## src/rtl/mem_bus_responder_if.sv

```systemverilog
// Byte-serial CPU bus plus the simple synchronous memory port seen by mem_bus_responder.
// The slave modport is the responder; the master modport is the initiator/memory side.
interface mem_bus_responder_if;
    logic       req_i;
    logic       rd_i;
    logic       wr_i;
    logic [7:0] data_i;
    logic       ack_o;
    logic [7:0] data_o;
    logic       data_oe_o;
    logic [1:0] phase_o;
    logic [15:0] mem_addr_o;
    logic       mem_re_o;
    logic       mem_we_o;
    logic [7:0] mem_wdata_o;
    logic [7:0] mem_rdata_i;

    modport slave (
        input  req_i, rd_i, wr_i, data_i, mem_rdata_i,
        output ack_o, data_o, data_oe_o, phase_o,
        output mem_addr_o, mem_re_o, mem_we_o, mem_wdata_o
    );

    modport master (
        output req_i, rd_i, wr_i, data_i, mem_rdata_i,
        input  ack_o, data_o, data_oe_o, phase_o,
        input  mem_addr_o, mem_re_o, mem_we_o, mem_wdata_o
    );
endinterface

```

## src/rtl/mem_bus_responder.sv

```systemverilog
// Memory-side end of the byte-serial req/ack bus: collects address lo/hi and a data byte,
// then issues one read or write on a synchronous memory port and answers with ack.
module mem_bus_responder #(
    parameter int SYNC_STAGES = 2,
    parameter int READ_LAT    = 1
) (
    input  logic clk,
    input  logic rst_n,
    mem_bus_responder_if.slave bus
);

    typedef enum logic [1:0] {IDLE, RDWAIT, ACK} state_t;

    logic req_s, rd_s, wr_s;

    // Control strobes cross from the initiator's clock; data_i is held stable while req is high.
    generate
        if (SYNC_STAGES == 0) begin : g_nosync
            assign {req_s, rd_s, wr_s} = {bus.req_i, bus.rd_i, bus.wr_i};
        end else begin : g_sync
            logic [SYNC_STAGES-1:0][2:0] sync_q;
            always_ff @(posedge clk or negedge rst_n) begin
                if (!rst_n) begin
                    sync_q <= '0;
                end else begin
                    sync_q[0] <= {bus.req_i, bus.rd_i, bus.wr_i};
                    for (int i = 1; i < SYNC_STAGES; i++) begin
                        sync_q[i] <= sync_q[i-1];
                    end
                end
            end
            assign {req_s, rd_s, wr_s} = sync_q[SYNC_STAGES-1];
        end
    endgenerate

    state_t      state_q, state_d;
    logic [1:0]  phase_q, phase_d;
    logic [1:0]  cnt_q, cnt_d;
    logic [15:0] addr_q, addr_d;
    logic [7:0]  wdata_q, wdata_d;
    logic [7:0]  rdata_q, rdata_d;
    logic        ack_q, ack_d;
    logic        oe_q, oe_d;
    logic        re_q, re_d;
    logic        we_q, we_d;

    always_ff @(posedge clk or negedge rst_n) begin
        if (!rst_n) begin
            state_q <= IDLE;
            phase_q <= 2'd0;
            cnt_q   <= 2'd0;
            addr_q  <= 16'h0000;
            wdata_q <= 8'h00;
            rdata_q <= 8'h00;
            ack_q   <= 1'b0;
            oe_q    <= 1'b0;
            re_q    <= 1'b0;
            we_q    <= 1'b0;
        end else begin
            state_q <= state_d;
            phase_q <= phase_d;
            cnt_q   <= cnt_d;
            addr_q  <= addr_d;
            wdata_q <= wdata_d;
            rdata_q <= rdata_d;
            ack_q   <= ack_d;
            oe_q    <= oe_d;
            re_q    <= re_d;
            we_q    <= we_d;
        end
    end

    always_comb begin
        state_d = state_q;
        phase_d = phase_q;
        cnt_d   = cnt_q;
        addr_d  = addr_q;
        wdata_d = wdata_q;
        rdata_d = rdata_q;
        ack_d   = ack_q;
        oe_d    = oe_q;
        re_d    = 1'b0;
        we_d    = 1'b0;

        case (state_q)
            IDLE: begin
                // Dropping both rd and wr mid-transaction abandons the partial address.
                if (phase_q != 2'd0 && !rd_s && !wr_s) begin
                    phase_d = 2'd0;
                end else if (req_s) begin
                    case (phase_q)
                        2'd0: begin
                            addr_d[7:0] = bus.data_i;
                            ack_d       = 1'b1;
                            state_d     = ACK;
                        end
                        2'd1: begin
                            addr_d[15:8] = bus.data_i;
                            ack_d        = 1'b1;
                            state_d      = ACK;
                        end
                        2'd2: begin
                            if (rd_s) begin
                                re_d    = 1'b1;
                                cnt_d   = 2'(READ_LAT);
                                state_d = RDWAIT;
                            end else begin
                                wdata_d = bus.data_i;
                                we_d    = 1'b1;
                                ack_d   = 1'b1;
                                state_d = ACK;
                            end
                        end
                        default: phase_d = 2'd0;
                    endcase
                end
            end
            RDWAIT: begin
                if (cnt_q == 2'd0) begin
                    rdata_d = bus.mem_rdata_i;
                    oe_d    = 1'b1;
                    ack_d   = 1'b1;
                    state_d = ACK;
                end else begin
                    cnt_d = cnt_q - 2'd1;
                end
            end
            ACK: begin
                if (!req_s) begin
                    ack_d   = 1'b0;
                    oe_d    = 1'b0;
                    phase_d = (phase_q == 2'd2) ? 2'd0 : phase_q + 2'd1;
                    state_d = IDLE;
                end
            end
            default: state_d = IDLE;
        endcase
    end

    assign bus.ack_o       = ack_q;
    assign bus.data_o      = rdata_q;
    assign bus.data_oe_o   = oe_q;
    assign bus.phase_o     = phase_q;
    assign bus.mem_addr_o  = addr_q;
    assign bus.mem_re_o    = re_q;
    assign bus.mem_we_o    = we_q;
    assign bus.mem_wdata_o = wdata_q;

endmodule

```

## src/flat_wrapper.sv

```systemverilog
// flat-port wrapper written by rule: the top's interface ports become plain ports
module mem_bus_responder_flat 
#(
    parameter int SYNC_STAGES = 2,
    parameter int READ_LAT    = 1
)
  (clk, rst_n, bus_req_i, bus_rd_i, bus_wr_i, bus_data_i, bus_mem_rdata_i, bus_ack_o, bus_data_o, bus_data_oe_o, bus_phase_o, bus_mem_addr_o, bus_mem_re_o, bus_mem_we_o, bus_mem_wdata_o);
  mem_bus_responder_if bus_i ();
  input  logic clk;
  input  logic rst_n;
  input wire logic [$bits(bus_i.req_i)-1:0] bus_req_i;
  input wire logic [$bits(bus_i.rd_i)-1:0] bus_rd_i;
  input wire logic [$bits(bus_i.wr_i)-1:0] bus_wr_i;
  input wire logic [$bits(bus_i.data_i)-1:0] bus_data_i;
  input wire logic [$bits(bus_i.mem_rdata_i)-1:0] bus_mem_rdata_i;
  output wire logic [$bits(bus_i.ack_o)-1:0] bus_ack_o;
  output wire logic [$bits(bus_i.data_o)-1:0] bus_data_o;
  output wire logic [$bits(bus_i.data_oe_o)-1:0] bus_data_oe_o;
  output wire logic [$bits(bus_i.phase_o)-1:0] bus_phase_o;
  output wire logic [$bits(bus_i.mem_addr_o)-1:0] bus_mem_addr_o;
  output wire logic [$bits(bus_i.mem_re_o)-1:0] bus_mem_re_o;
  output wire logic [$bits(bus_i.mem_we_o)-1:0] bus_mem_we_o;
  output wire logic [$bits(bus_i.mem_wdata_o)-1:0] bus_mem_wdata_o;
  assign bus_i.req_i = bus_req_i;
  assign bus_i.rd_i = bus_rd_i;
  assign bus_i.wr_i = bus_wr_i;
  assign bus_i.data_i = bus_data_i;
  assign bus_i.mem_rdata_i = bus_mem_rdata_i;
  assign bus_ack_o = bus_i.ack_o;
  assign bus_data_o = bus_i.data_o;
  assign bus_data_oe_o = bus_i.data_oe_o;
  assign bus_phase_o = bus_i.phase_o;
  assign bus_mem_addr_o = bus_i.mem_addr_o;
  assign bus_mem_re_o = bus_i.mem_re_o;
  assign bus_mem_we_o = bus_i.mem_we_o;
  assign bus_mem_wdata_o = bus_i.mem_wdata_o;
  mem_bus_responder #(.SYNC_STAGES(SYNC_STAGES), .READ_LAT(READ_LAT)) u_core (.clk(clk), .rst_n(rst_n), .bus(bus_i));
endmodule
```

## config.mk

```make
export PLATFORM = sky130hd
export DESIGN_NAME = mem_bus_responder_flat
export DESIGN_NICKNAME = d
export VERILOG_FILES = /design/src/rtl/mem_bus_responder_if.sv /design/src/rtl/mem_bus_responder.sv /design/src/flat_wrapper.sv
export SDC_FILE = /design/constraint.sdc
export NUM_CORES = 1
export LEC_CHECK = 0
export CAP_MARGIN = 20
export CORE_AREA = 2 2 75 77
export CTS_BUF_LIST = sky130_fd_sc_hd__clkbuf_4 sky130_fd_sc_hd__clkbuf_8
export CTS_CLUSTER_SIZE = 14
export DETAILED_ROUTE_END_ITERATION = 10
export DIE_AREA = 0 0 77 79
export PLACE_DENSITY_LB_ADDON = 0.08
export SYNTH_ARGS = -nofsm -noshare
export SYNTH_HDL_FRONTEND = slang
export SYNTH_SLANG_ARGS = --single-unit
```

## constraint.sdc

```tcl
create_clock -name clk -period 4.9 [get_ports clk]
set_clock_uncertainty 0.15 [all_clocks]
set_input_delay 1.47 -clock clk [delete_from_list [all_inputs] [get_ports clk]]
set_output_delay 1.47 -clock clk [all_outputs]
set_load 0.05 [all_outputs]
```

# Word level (Yosys, flattened, before mapping)
# Index checks and enable logic that the tools add are counted.
# totals
regBits	48
wordCells	92
output_inout_bits	38
# classes
addsub	2
n_mux	37
n_bitwise	2
n_eq_ne	15
reduce_logical	23
# op_table
op	count
$mux 2	15
$mux 1	15
$pmux 2 s2	3
$reduce_and 4->1	3
$reduce_and 5->1	2
$ne 2x1->1 const B	4
$reduce_bool 2->1	4
$reduce_and 7->1	1
$logic_not 2->1	3
$ne 2x2->1 const B	3
$ne 3x2->1 const B	2
$pmux 2 s3	1
$reduce_and 6->1	1
$eq 2x1->1 const B	2
$eq 2x2->1 const B	2
$pmux 1 s2	2
$ne 3x1->1 const B	1
$ne 3x3->1 const B	1
$pmux 1 s3	1
$reduce_and 3->1	1
$reduce_bool 3->1	1
$reduce_or 3->1	1
$add 2x1->2 const B	1
$logic_and 1x1->1	2
5 further kinds	7

# Depth between registers and ports, before layout
# Gate-level depths: netlist (run 1).
# logic_depth
word_depth	6
ltp_mapped	7
depth_no_buf	6

# Worst setup path before layout (run 1)
# No wires, ideal clock.
# synth_path
kind	register to output
start	register u_core.phase_q[1], in the netlist u_core.bus.phase_o[1]
end	output bus_phase_o[1]
setup_slack_ns	2.665
t_arrival_ns	0.615
path_stages_with_launch	1
cell_sequence	dfrtp_1
# synth_lines
element	line_no	text
start, declared	mem_bus_responder.sv:37	logic [1:0] phase_q, phase_d;
start signal, assigned	mem_bus_responder.sv:61	phase_q <= phase_d;
end, declared	flat_wrapper.sv:19	output wire logic [$bits(bus_i.phase_o)-1:0] bus_phase_o;
# No word-level cell between the ends.

# Final worst setup path (run 1)
# layout_path
start	register u_core.phase_q[0], in the netlist u_core.bus.phase_o[0]
end	output bus_phase_o[0]
# No word-level cell between the ends.

==> results of run 1 <==
[per-stage QoR]
stage          hold slack, ns  cells  worst slack, ns
6_report                0.205    278             1.50
5_1_grt                 0.211    278             1.44
4_1_cts                 0.208    277             1.49
3_5_place_dp            0.187    269             1.84
3_3_place_gp            0.185    269             1.88
2_1_floorplan           0.181    143             2.67
[worst max path at each step]
stage                                startpoint             end  slack, ns  depth (start not counted)
final                     u_core.bus.phase_o[0]  bus_phase_o[0]       1.50                          1
after global routing      u_core.bus.phase_o[0]  bus_phase_o[0]       1.44                          1
after CTS                 u_core.bus.phase_o[0]  bus_phase_o[0]       1.49                          1
after detailed placement  u_core.bus.phase_o[0]  bus_phase_o[0]       1.84                          1
after global placement    u_core.bus.phase_o[0]  bus_phase_o[0]       1.88                          1
after floorplan           u_core.bus.phase_o[1]  bus_phase_o[1]       2.67                          0
[worst reg2reg max path, cell delays in order, from the launching register on]
cell and delay, ns:
dfrtp_1 0.41, inv_1 0.11, ha_1 0.42, nand2_2 0.18
nand4bb_1 0.74, mux2_4 0.54
[sequential cells by signal, indices dropped and copies added (netlist names)]
name / flops
u_core.bus.mem_addr_o: 16
u_core.bus.data_o: 8
u_core.bus.mem_wdata_o: 8
u_core.g_sync.sync_q: 6
u_core.bus.phase_o: 2
u_core.cnt_q: 2
u_core.state_q: 2
u_core.bus.ack_o: 1
u_core.bus.data_oe_o: 1
u_core.bus.mem_re_o: 1
u_core.bus.mem_we_o: 1
[cell usage in the layout, fill, tap and decap left out, types with 2 or more instances in the layout]
cell type / netlist / routed
nand2_1: 7 / 7
nand3_1: 2 / 2
clkbuf_8: 0 / 5
mux2_2: 26 / 26
clkdlybuf4s50_1: 0 / 57
dfrtp_1: 48 / 48
mux2_4: 8 / 8
a31oi_1: 2 / 2
a31o_2: 3 / 3
nor2_1: 5 / 5
o21ai_0: 2 / 2
nand2b_1: 2 / 2
ha_1: 5 / 5
a21oi_1: 2 / 2
mux2i_1: 4 / 4
inv_1: 7 / 7
[report_power, final]
part | leakage [nW] | switching, mW | internal (mW)
Combinational | 0.591 | 0.671 | 0.431
Sequential | 0.572 | 0.0989 | 0.537
Clock | 0.0445 | 0.134 | 0.101
[layout make-up]
| cell class | instances | share of cell area |
|---|---|---|
| tap | 72 | 0.0323 |
| inverter | 7 | 0.00942 |
| multi-input combinational | 84 | 0.282 |
| sequential | 48 | 0.431 |
| clock inverter | 3 | 0.00763 |
| timing repair buffer | 59 | 0.214 |
| clock buffer | 5 | 0.0247 |
[metal layers]
metal	part of all wire	vias to the layer above
met2	0.49	38
met4	0.0098	0
met5	0	-
met3	0.074	4
met1	0.42	663
li1	-	623
[kinds of logic (layout without fill, tap and decap cells)]
family,Yosys count,in the layout
and+or+nand+nor,26,26
muxes,39,39
DFF,48,48
AOI/OAI and AO/OA,14,14
buffers and inverters,11,74
adders and majority gates,5,5
==> reports/qor.csv, run 1 <==
metric;value;unit
CTS Buffer Depth;2;
M3 GR Usage;0.0591;
initial antenna violation count;0;
Reg-to-Reg Start;u_core.state_q[1];
fin crit share;0.694;
Post-Syn Instances;143;
worst stage delay on the critical path;0.89;ns
Unique masters post-synth;33;
worst slew pin tran;0.777;ns
Setup TNS;0;ns
leading area contributor after synthesis;dfrtp_1;
Required @ worst endpoint;3.28;ns
flops & latches, synth;48;
fin nets;231;
synthesized net count;169;
slew margin rel.;0.479;
Crit Path Max Fanout;10;
pin count of the biggest net entering global routing;49;
layout cell share with drive strength beyond 1;0.257;
routed length per instance;14.7;um
setup slack, reg-to-reg;2.24;ns
Sink Count;48;
main combinational cell family by area after synthesis;multiplexers;
CP endpoint kind;output pin;
Post-Synthesis Cell Area;2040;um2
area of the multi-input gates;786;um2
Final Instance Area;2790;um2
placed inst area;2680;um2
PostCTS Resize Cnt;0;
core area;5340;um2
Final setup viols;0;
critical-path cell list;clkdlybuf4s50_1;
grt ovf;0;
CP Launch Type;flop;
Initial Util;0.383;
io pins;59;
Fillers;490;
Synth area leaders;dfrtp_1 (59%), mux2_2 (14%), mux2_4 (5.9%), ha_1 (3.1%), mux2i_1 (2.0%);
CTS Hold Bufs;0;
TritonCTS clock tree;done;
TritonCTS Buffers;5;
Synth async-reset ratio;1.00;
global route hottest layer;met2;
Total GRT Usage;0.142;
CTS root buffer;clkbuf_8;
HP Class;flop to flop;
delay-heaviest family, CP;buffers and inverters;
status;finished, final reports clean;
synth cell count leaders;dfrtp_1 (48), mux2_2 (26), mux2_4 (8);
die area;6080;um2
Finished Core Util;0.523;
first-pass GRT wire length;6.71;mm
most common cell in the synthesized netlist;dfrtp_1;
R2R cell count;5;
Site Rows;27;
Post-Synth Adder-Cell Area;0.0306;
Final Hold Violating Endpoints;0;
die width;77;um
synthesized area per cell;14.3;um2
post-DP HPWL;2.82;mm
Synth-to-Final Area Change;36.4;%
vias per inst;4.78;
FMAX;294;MHz
power density cells;708;nW/um2
sequential element share of the synthesized area;0.588;
number of global-route vias before repair;1419;
routability cong.;0.802;
RSZ-0062 raised after global routing;no;
Post-synth EDFFs;0;
DRT Wirelength;4.09;mm
post-synthesis simple-gate area fraction;0.0765;
worst hold path startpoint;u_core.g_sync.sync_q[2];
# Post-CTS Setup Buffers;0;
htree depth;2;
initial drt markers;67;
WP buf/inv;1;
WHS Path Cells;0;
maxcap violations;0;
Clock Pin Slew Worst Setup and Hold Paths;0.09;ns
grt met2 use;0.240;
Post-route DRC;0;
multiplexer share of the synthesized area;0.227;
Clk Latency, worst-skew pair;0.30;ns
Routed Antenna Nets;0;
register area;1200;um2
Syn. warnings;0;
post-synthesis compound-gate area fraction;0.0502;
fin crit period;3.40;ns
Initial DRT Pass Iterations;4;
xor/xnor share of the synthesized area;0;
slowest cell on the critical path;clkdlybuf4s50_1;
WS Path Type;flop to output pin;
share of the synthesized area in the top cell type;0.588;
via count;1328;
Pleak;1.21;nW
overall power;1.97;mW
Worst Path Arrival;1.78;ns
die height;79;um
grt met1 use;0.166;
Antenna diodes;0;
end of the worst hold path;u_core.g_sync.sync_q[5];
port bufs;58;
max-slew violation count;0;
Synth Flop Type;dfrtp_1;
Worst R2R End;u_core.bus.mem_wdata_o[6];
worst vdd ir;434;uV
No activity file was read; power rests on OpenSTA's default activity.
==> inputs of run 2 (changes only) <==
==> constraint.sdc (replaced) <==
create_clock -name clk -period 2.75 [get_ports clk]
set_clock_uncertainty 0.15 [all_clocks]
set_input_delay 0.825 -clock clk [delete_from_list [all_inputs] [get_ports clk]]
set_output_delay 0.825 -clock clk [all_outputs]
set_load 0.05 [all_outputs]
==> run 2 against run 1 <==
  * First-iteration DRC count is 7.5% higher
  * Die area stayed put
  * Clock-buffer cell count is 1 higher
  * Utilization is 0.26 points higher
  * Final cell count is 0.36% higher
  * Highest routed layer unchanged
  * Via count is 0.60% lower
  * Global-route usage is 0.17 points lower
  * Critical endpoint is now bus_phase_o[1]
==> reports/qor.csv, run 2 (same netlist as run 1, synthesis figures left out) <==
metric;value;unit
WP buf/inv;1;
TritonCTS Buffers;5;
overall power;3.60;mW
Fillers;476;
DRT Wirelength;3.96;mm
core area;5340;um2
commonest non-fill, non-tap cells in the layout;clkdlybuf4s50_1 (56), dfrtp_1 (48), mux2_2 (26), mux2_4 (8);
Site Rows;27;
via count;1320;
Worst Path Arrival;1.69;ns
PostCTS Resize Cnt;0;
CTS Hold Bufs;0;
CP endpoint kind;output pin;
fin crit period;2.67;ns
htree depth;2;
slowest cell on the critical path;clkdlybuf4s50_1;
CP Launch Type;flop;
CTS root buffer;clkbuf_8;
grt ovf;0;
Clk Latency, worst-skew pair;0.29;ns
Post-route DRC;0;
power density cells;1290;nW/um2
Initial DRT Pass Iterations;4;
commonest non-fill, non-tap cell in the layout;clkdlybuf4s50_1;
Largest register FFs;16;
critical-path cell list;clkdlybuf4s50_1;
Total GRT Usage;0.140;
Clock Pin Slew Worst Setup and Hold Paths;0.09;ns
RSZ-0062 raised after global routing;no;
TritonCTS clock tree;done;
register area;1200;um2
routed length per instance;14.2;um
Required @ worst endpoint;1.78;ns
worst slew pin tran;0.589;ns
vias per inst;4.73;
Hold WS;0.203;ns
area of the multi-input gates;786;um2
initial drt markers;72;
CTS Buffer Depth;2;
# Post-CTS Setup Buffers;0;
Sink Count;48;
first-pass GRT wire length;6.69;mm
routability cong.;0.774;
number of global-route vias before repair;1356;
die width;77;um
worst vdd ir;732;uV
die area;6080;um2
FMAX;375;MHz
die height;79;um
io pins;59;
Final setup viols;0;
maxcap violations;0;
Synth-to-Final Area Change;37.1;%
layout cell share with drive strength beyond 1;0.266;
Final Hold Violating Endpoints;0;
Routed Antenna Nets;0;
post-DP HPWL;2.79;mm
pin count of the biggest net entering global routing;49;
Pleak;1.22;nW
Antenna diodes;0;
slew margin rel.;0.607;
Setup TNS;0;ns
fin nets;232;
max-slew violation count;0;
initial antenna violation count;0;
Initial Util;0.383;
delay-heaviest family, CP;buffers and inverters;
status;finished, final reports clean;
fin crit share;0.970;
WS Path Type;flop to output pin;
Crit Path Max Fanout;9;
HP Class;flop to flop;
worst stage delay on the critical path;0.87;ns
port bufs;58;
## run 2: worst register-to-register path, stage by stage, from the launching register on
cell	delay (ns)
dfrtp_1	0.41
inv_1	0.11
ha_1	0.43
nand2_2	0.17
nor2_2	0.45
mux2_2	0.40
## run 2: metal layers
layer,up-vias,track usage,part of all wire
met5,-,0,0
met4,0,0.0482,0.012
met2,40,0.229,0.47
met1,650,0.171,0.44
li1,624,-,-
met3,6,0.0545,0.075
## run 2: final timing paths
check	startpoint	endpoint	cells past startpoint	slack [ns]
worst max-delay path	u_core.bus.phase_o[1]	bus_phase_o[1]	1	0.08
worst min-delay path	u_core.g_sync.sync_q[2]	u_core.g_sync.sync_q[5]	0	0.20
worst max register to register	u_core.state_q[1]	u_core.bus.mem_addr_o[13]	5	0.50
worst min register to register	u_core.g_sync.sync_q[2]	u_core.g_sync.sync_q[5]	0	0.20
max in group asynchronous	rst_n	u_core.bus.mem_addr_o[11]	2	1.59
min in group asynchronous	rst_n	u_core.bus.mem_addr_o[12]	2	0.46
## run 2: through the flow
| stage | cell area [um2] | utilization | instances | setup WS (ns) |
|---|---|---|---|---|
| CTS | 2800 | 0.525 | 279 | 0.0679 |
| global route | 2800 | 0.525 | 279 | 0.0270 |
| detailed placement | 2690 | 0.504 | 271 | 0.407 |
| finish | 2800 | 0.525 | 279 | 0.0829 |
| floorplan | 2040 | - | 143 | 0.804 |
| global placement | 2690 | 0.504 | 271 | 0.426 |
## run 2: area by class of cell
type,count,share of cell area
clock inverters,2,0.0125
flip-flops and latches,48,0.429
multi-input cells,84,0.280
well taps,72,0.0321
inverters,7,0.00937
clock buffers,6,0.0272
repair buffers,60,0.210
## run 2: power by group
part	internal (mW)	switching (mW)	total, mW
Sequential	0.956	0.168	1.12
Clock	0.280	0.229	0.509
Combinational	0.764	1.20	1.97
==> inputs of run 3 (changes only) <==
--- a/config.mk
+++ b/config.mk
@@ -11,6 +11,7 @@
 export CTS_CLUSTER_SIZE = 14
 export DETAILED_ROUTE_END_ITERATION = 10
 export DIE_AREA = 0 0 77 79
+export HOLD_SLACK_MARGIN = 0.02
 export PLACE_DENSITY_LB_ADDON = 0.08
 export SYNTH_ARGS = -nofsm -noshare
 export SYNTH_HDL_FRONTEND = slang
==> results of run 3 <==
Final layout, timing and power as in run 2 (identical DEF).
